--- src/rtl/local_port_input_buffer.sv ---
// Router local-port input stage: buffers injector packets in a small FIFO and
// presents the head word to the switch allocator with its XY output-port decode.
module local_port_input_buffer #(
    parameter int DATA_WIDTH = 32,
    parameter int DEPTH      = 4,
    parameter int PTR_W      = 2,
    parameter int DIM        = 4
) (
    input  logic                  clk,
    input  logic                  reset,
    input  logic                  ReqUpStr,
    input  logic [DATA_WIDTH-1:0] PacketIn,
    output logic                  GntUpStr,
    output logic                  UpStrFull,
    output logic                  ReqDnStr,
    input  logic                  GntDnStr,
    input  logic                  DnStrFull,
    output logic [DATA_WIDTH-1:0] PacketOut,
    output logic [2:0]            RouteOut,
    output logic [PTR_W:0]        Count
);

    localparam logic [0:0] IN_IDLE  = 1'b0;
    localparam logic [0:0] IN_GNT   = 1'b1;
    localparam logic [0:0] OUT_IDLE = 1'b0;
    localparam logic [0:0] OUT_WAIT = 1'b1;

    localparam logic [PTR_W:0] FULL_CNT = (PTR_W+1)'(DEPTH);

    localparam logic [2:0] ROUTE_LOCAL = 3'd0;
    localparam logic [2:0] ROUTE_EAST  = 3'd1;
    localparam logic [2:0] ROUTE_WEST  = 3'd2;
    localparam logic [2:0] ROUTE_NORTH = 3'd3;
    localparam logic [2:0] ROUTE_SOUTH = 3'd4;

    logic [0:0]            inState;
    logic [0:0]            outState;
    logic [PTR_W-1:0]      wrPtr;
    logic [PTR_W-1:0]      rdPtr;
    logic [DATA_WIDTH-1:0] mem [DEPTH];
    logic                  wrEn;
    logic                  popEn;

    // X dimension is resolved before Y; the MSB of each field gives direction.
    function automatic logic [2:0] routeDecode(input logic [DIM-1:0] xDst,
                                               input logic [DIM-1:0] yDst);
        logic [2:0] route;
        route = ROUTE_LOCAL;
        if (xDst[DIM-2:0] != '0)
            route = xDst[DIM-1] ? ROUTE_EAST : ROUTE_WEST;
        else if (yDst[DIM-2:0] != '0)
            route = yDst[DIM-1] ? ROUTE_NORTH : ROUTE_SOUTH;
        return route;
    endfunction

    // Full is judged on the registered Count, so a same-cycle pop never frees a slot.
    assign wrEn  = (inState == IN_IDLE) && ReqUpStr && (Count != FULL_CNT);
    assign popEn = (outState == OUT_WAIT) && GntDnStr;

    assign GntUpStr  = (inState == IN_GNT);
    assign ReqDnStr  = (outState == OUT_WAIT);
    assign UpStrFull = (Count == FULL_CNT);
    assign PacketOut = mem[rdPtr];
    assign RouteOut  = routeDecode(PacketOut[DATA_WIDTH-1 -: DIM],
                                   PacketOut[DATA_WIDTH-DIM-1 -: DIM]);

    always_ff @(posedge clk or negedge reset) begin
        if (!reset) begin
            inState <= IN_IDLE;
        end else begin
            case (inState)
                IN_IDLE: if (wrEn) inState <= IN_GNT;
                default: inState <= IN_IDLE;
            endcase
        end
    end

    always_ff @(posedge clk or negedge reset) begin
        if (!reset) begin
            outState <= OUT_IDLE;
        end else begin
            case (outState)
                OUT_IDLE: if ((Count != '0) && !DnStrFull) outState <= OUT_WAIT;
                default:  if (GntDnStr) outState <= OUT_IDLE;
            endcase
        end
    end

    always_ff @(posedge clk or negedge reset) begin
        if (!reset) begin
            wrPtr <= '0;
            rdPtr <= '0;
            Count <= '0;
        end else begin
            if (wrEn)  wrPtr <= wrPtr + 1'b1;
            if (popEn) rdPtr <= rdPtr + 1'b1;
            case ({wrEn, popEn})
                2'b10:   Count <= Count + 1'b1;
                2'b01:   Count <= Count - 1'b1;
                default: Count <= Count;
            endcase
        end
    end

    // Storage carries no reset; contents are meaningless until written.
    always_ff @(posedge clk) begin
        if (wrEn) mem[wrPtr] <= PacketIn;
    end

endmodule

--- config.mk ---
export PLATFORM = sky130hd
export DESIGN_NAME = local_port_input_buffer
export DESIGN_NICKNAME = d
export VERILOG_FILES = /design/src/rtl/local_port_input_buffer.sv
export SDC_FILE = /design/constraint.sdc
export NUM_CORES = 1
export LEC_CHECK = 0
export BUFFER_PORTS_ARGS = -buffer_cell sky130_fd_sc_hd__buf_2
export CAP_MARGIN = 20
export CORE_ASPECT_RATIO = 2
export CORE_MARGIN = 2
export CORE_UTILIZATION = 51
export DETAILED_ROUTE_END_ITERATION = 12
export PLACE_DENSITY_LB_ADDON = 0.05
export SLEW_MARGIN = 30
export SYNTH_ARGS = -nofsm -noshare
export SYNTH_HDL_FRONTEND = slang
export SYNTH_SLANG_ARGS = --single-unit
--- constraint.sdc ---
create_clock -name clk -period 2.25 [get_ports clk]
set_input_delay 0.225 -clock clk [delete_from_list [all_inputs] [get_ports clk]]
set_output_delay 0.225 -clock clk [all_outputs]
set_load 0.02 [all_outputs]
==> flow_metrics.env <==
export IMPL_switching_share_pct=30.50
export IMPL_finClkSkew_ps=9.519
export IMPL_drt_iter0_drc=109
export IMPL_critical_path_top_delay_family="simple AND/OR/NAND/NOR gates"
export IMPL_clkLatencyLatePin_ps=410
export IMPL_numCtsBuffers=17
export IMPL_powerDensity_mw_per_mm2=1426
export IMPL_max_freq_ghz=0.3951
export IMPL_stdcell_area_mm2=0.006554
export IMPL_diodes=0
export IMPL_synth_seq_cells=137
export IMPL_clock_power_share_pct=30.2
export IMPL_overflow=0
export IMPL_syn2layout_area_growth_pct=27.66
export IMPL_worstPathCellList="mux4_2, or4b_4, o22ai_2, buf_6"
export IMPL_start_util_pct=52.58
export IMPL_drt_pass1_iterations=4
export IMPL_cap_viol_max_count=0
export IMPL_grt_setup_unrepaired="true"
export IMPL_htree_levels=4
export IMPL_gp_congestion=0.7487
export IMPL_critPathMaxFanout=6
export IMPL_critical_path_class="flip-flop to output pin"
export IMPL_drc=0
export IMPL_fp_dieH_um=145.9
export IMPL_fin_hold_ws_ps=25.56
export IMPL_tightest_slew_ps=307.5
export IMPL_pwr_share_seq_pct=37.0
export IMPL_placed_area_mm2=0.005866
export IMPL_final_common_cell="edfxtp_1"
export IMPL_drive_gt1_share_pct=49.85
export IMPL_route_detailed_wl_per_inst_um=19.62
export IMPL_pre_cts_ws_ps=53.13
export IMPL_intPower_mw=6.497
export IMPL_drv_slew=0
export IMPL_synth_area_per_cell_um2=23.77
export IMPL_cp_start_kind="flip-flop"
export IMPL_critPathRequiredTime_ps=2030
export IMPL_tritoncts="built"
export IMPL_vias=2486
export IMPL_power_total_mw=9.348
export IMPL_yosysWarnings=0
export IMPL_vdd_drop_max_mv=0.8430
export IMPL_clock_sinks=137
export IMPL_holdCritPathClass="input port to flip-flop"
export IMPL_slowest_delay_ps=570
export IMPL_endpoint_kind="output pin"
export IMPL_failed_checks="negative setup slack"
export IMPL_finalHoldViolCount=0
export IMPL_p_leak_nw=2.349
export IMPL_slew_headroom_pct=79.50
export IMPL_wl_um=9204
export IMPL_grt_pass1_vias=2758
export IMPL_synthesis_nets=259
export IMPL_period_share_pct=112.5
export IMPL_fin_nets=367
export IMPL_seq_area_frac_synth_pct=79.26
export IMPL_dieArea_mm2=0.01093
export IMPL_final_cell_mix="edfxtp_1 (128), buf_2 (74), mux4_2 (32)"
export IMPL_grt_usage_pct=18.90
export IMPL_combPwrFrac_pct=32.8
export IMPL_vias_per_cell=5.301
export IMPL_grt_max_degree=26
export IMPL_fp_coreArea_mm2=0.009763
export IMPL_numPortBuffers=77
export IMPL_cp_num_buf_inv=1
export IMPL_dpl_hpwl_um=6012
export IMPL_setup_violations_final=3
export IMPL_place_inst=434
export IMPL_rows=51
export IMPL_slowest_stage="or4b_4"
export IMPL_cp_arrival_ps=2310
export IMPL_setup_ws_ps=-280.9
export IMPL_ant_nets=0
export IMPL_clkTransAtPathRegs_ps=60
export IMPL_num_io_pins=78
export IMPL_switching_power_mw=2.851
export IMPL_period_needed_ps=2531
export IMPL_syn_inst=216
export IMPL_die_w_um=74.95
export IMPL_antenna_found_initial=0
export IMPL_fin_cells=469
export IMPL_yosys_cell_types_count=27
export IMPL_syn_cell_area_mm2=0.005134
export IMPL_cts_root_buf="clkbuf_16"
export IMPL_grt_pass1_wl_um=14420
export IMPL_status="finished with violations"
export IMPL_cts_buffer_depth=2
[what timing repair did]
item                                    in CTS  in global routing
setup buffers                                2                  0
resized for setup                           14                  1
hold buffers                                 1                  0
hold endpoints to repair                     9                  0
pin swaps                                    1                  1
endpoints found under the setup margin       3                 15
[final timing paths]
kind / slack, ps / cells after the start / end / startpoint
setup / recovery: -280 / 4 / RouteOut[1] / rdPtr[0]
hold / removal: 30 / 1 / mem[0][4] / PacketIn[4]
setup reg to reg: 350 / 9 / Count[2] / Count[1]
hold reg to reg: 540 / 1 / Count[2] / Count[2]
max in group asynchronous: 1870 / 2 / rdPtr[0] / reset
min in group asynchronous: 180 / 2 / Count[2] / reset
[power by group through the flow]
| stage | combinational [mW] | sequential, mW | clock (mW) |
|---|---|---|---|
| 2_1_floorplan | 1.94 | 3.50 | 0 |
| 3_3_place_gp | 2.95 | 3.49 | 0 |
| 3_5_place_dp | 2.97 | 3.51 | 0 |
| 4_1_cts | 3.12 | 3.47 | 2.87 |
| 5_1_grt | 3.31 | 3.50 | 2.97 |
| 6_report | 3.07 | 3.46 | 2.82 |
[sequential cells by signal, indices dropped and copies added (netlist names)]
register  count
rdPtr         2
Count         3
wrPtr         2
mem         128
ReqDnStr      1
GntUpStr      1
[area by class of cell]
class | count | area (um^2)
flip-flops and latches | 137 | 4070
well taps | 132 | 165.2
clock buffers | 17 | 425.4
repair buffers | 96 | 645.6
inverters | 7 | 26.28
fillers | 654 | 3209
clock inverters | 15 | 182.7
multi-input cells | 65 | 1039
[synthesized netlist by cell type]
cell       instances  area share [%]
nand3_1            1           0.097
mux4_1             1            0.51
or3_1              1            0.12
nand2_1            1           0.073
o21a_1             1            0.15
nor2_1             2            0.15
o22ai_1            1            0.12
ha_1               5             1.2
clkbuf_1           1           0.073
nor3_1             4            0.39
fa_1               1            0.39
xor2_1             2            0.34
mux2_2             1            0.22
buf_6              1            0.22
buf_1              2            0.15
or4b_1             1            0.19
o2bb2ai_1          1            0.17
xnor2_1            4            0.68
edfxtp_1         128              75
nor3b_2            1            0.24
inv_1              7            0.51
and2_1             4            0.49
mux4_2            31              14
mux2i_1            1            0.19
buf_2              3            0.29
dfrtp_1            9             4.4
nor3b_1            1            0.15
[kinds of logic (layout without fill, tap and decap cells)]
logic type	after synthesis	after routing	synth area share (%)
AO/OA/AOI/OAI	3	3	0.4389
XOR/XNOR	6	6	1.024
adder cells (fa/ha/maj)	6	6	1.609
buffers and inverters	14	135	1.243
flip-flops	137	137	79.26
multiplexers	34	34	14.53
AND/OR/NAND/NOR	16	16	1.901
[through the flow]
stage          TNS [ps]  utilization (%)
2_1_floorplan         0                -
3_3_place_gp          0            60.08
3_5_place_dp          0            60.08
4_1_cts          -848.3            67.06
5_1_grt           -1301            67.13
6_report         -761.6            67.13
[per-layer routing]
layer / up-vias / global-route usage (%) / share of wire, %
met5: - / 0 / 0
met4: 0 / 6.696 / 1.2
met3: 10 / 7.271 / 5.1
met2: 76 / 32.41 / 58
met1: 1288 / 20.60 / 36
li1: 1112 / - / -
No activity file was read; power rests on OpenSTA's default activity.
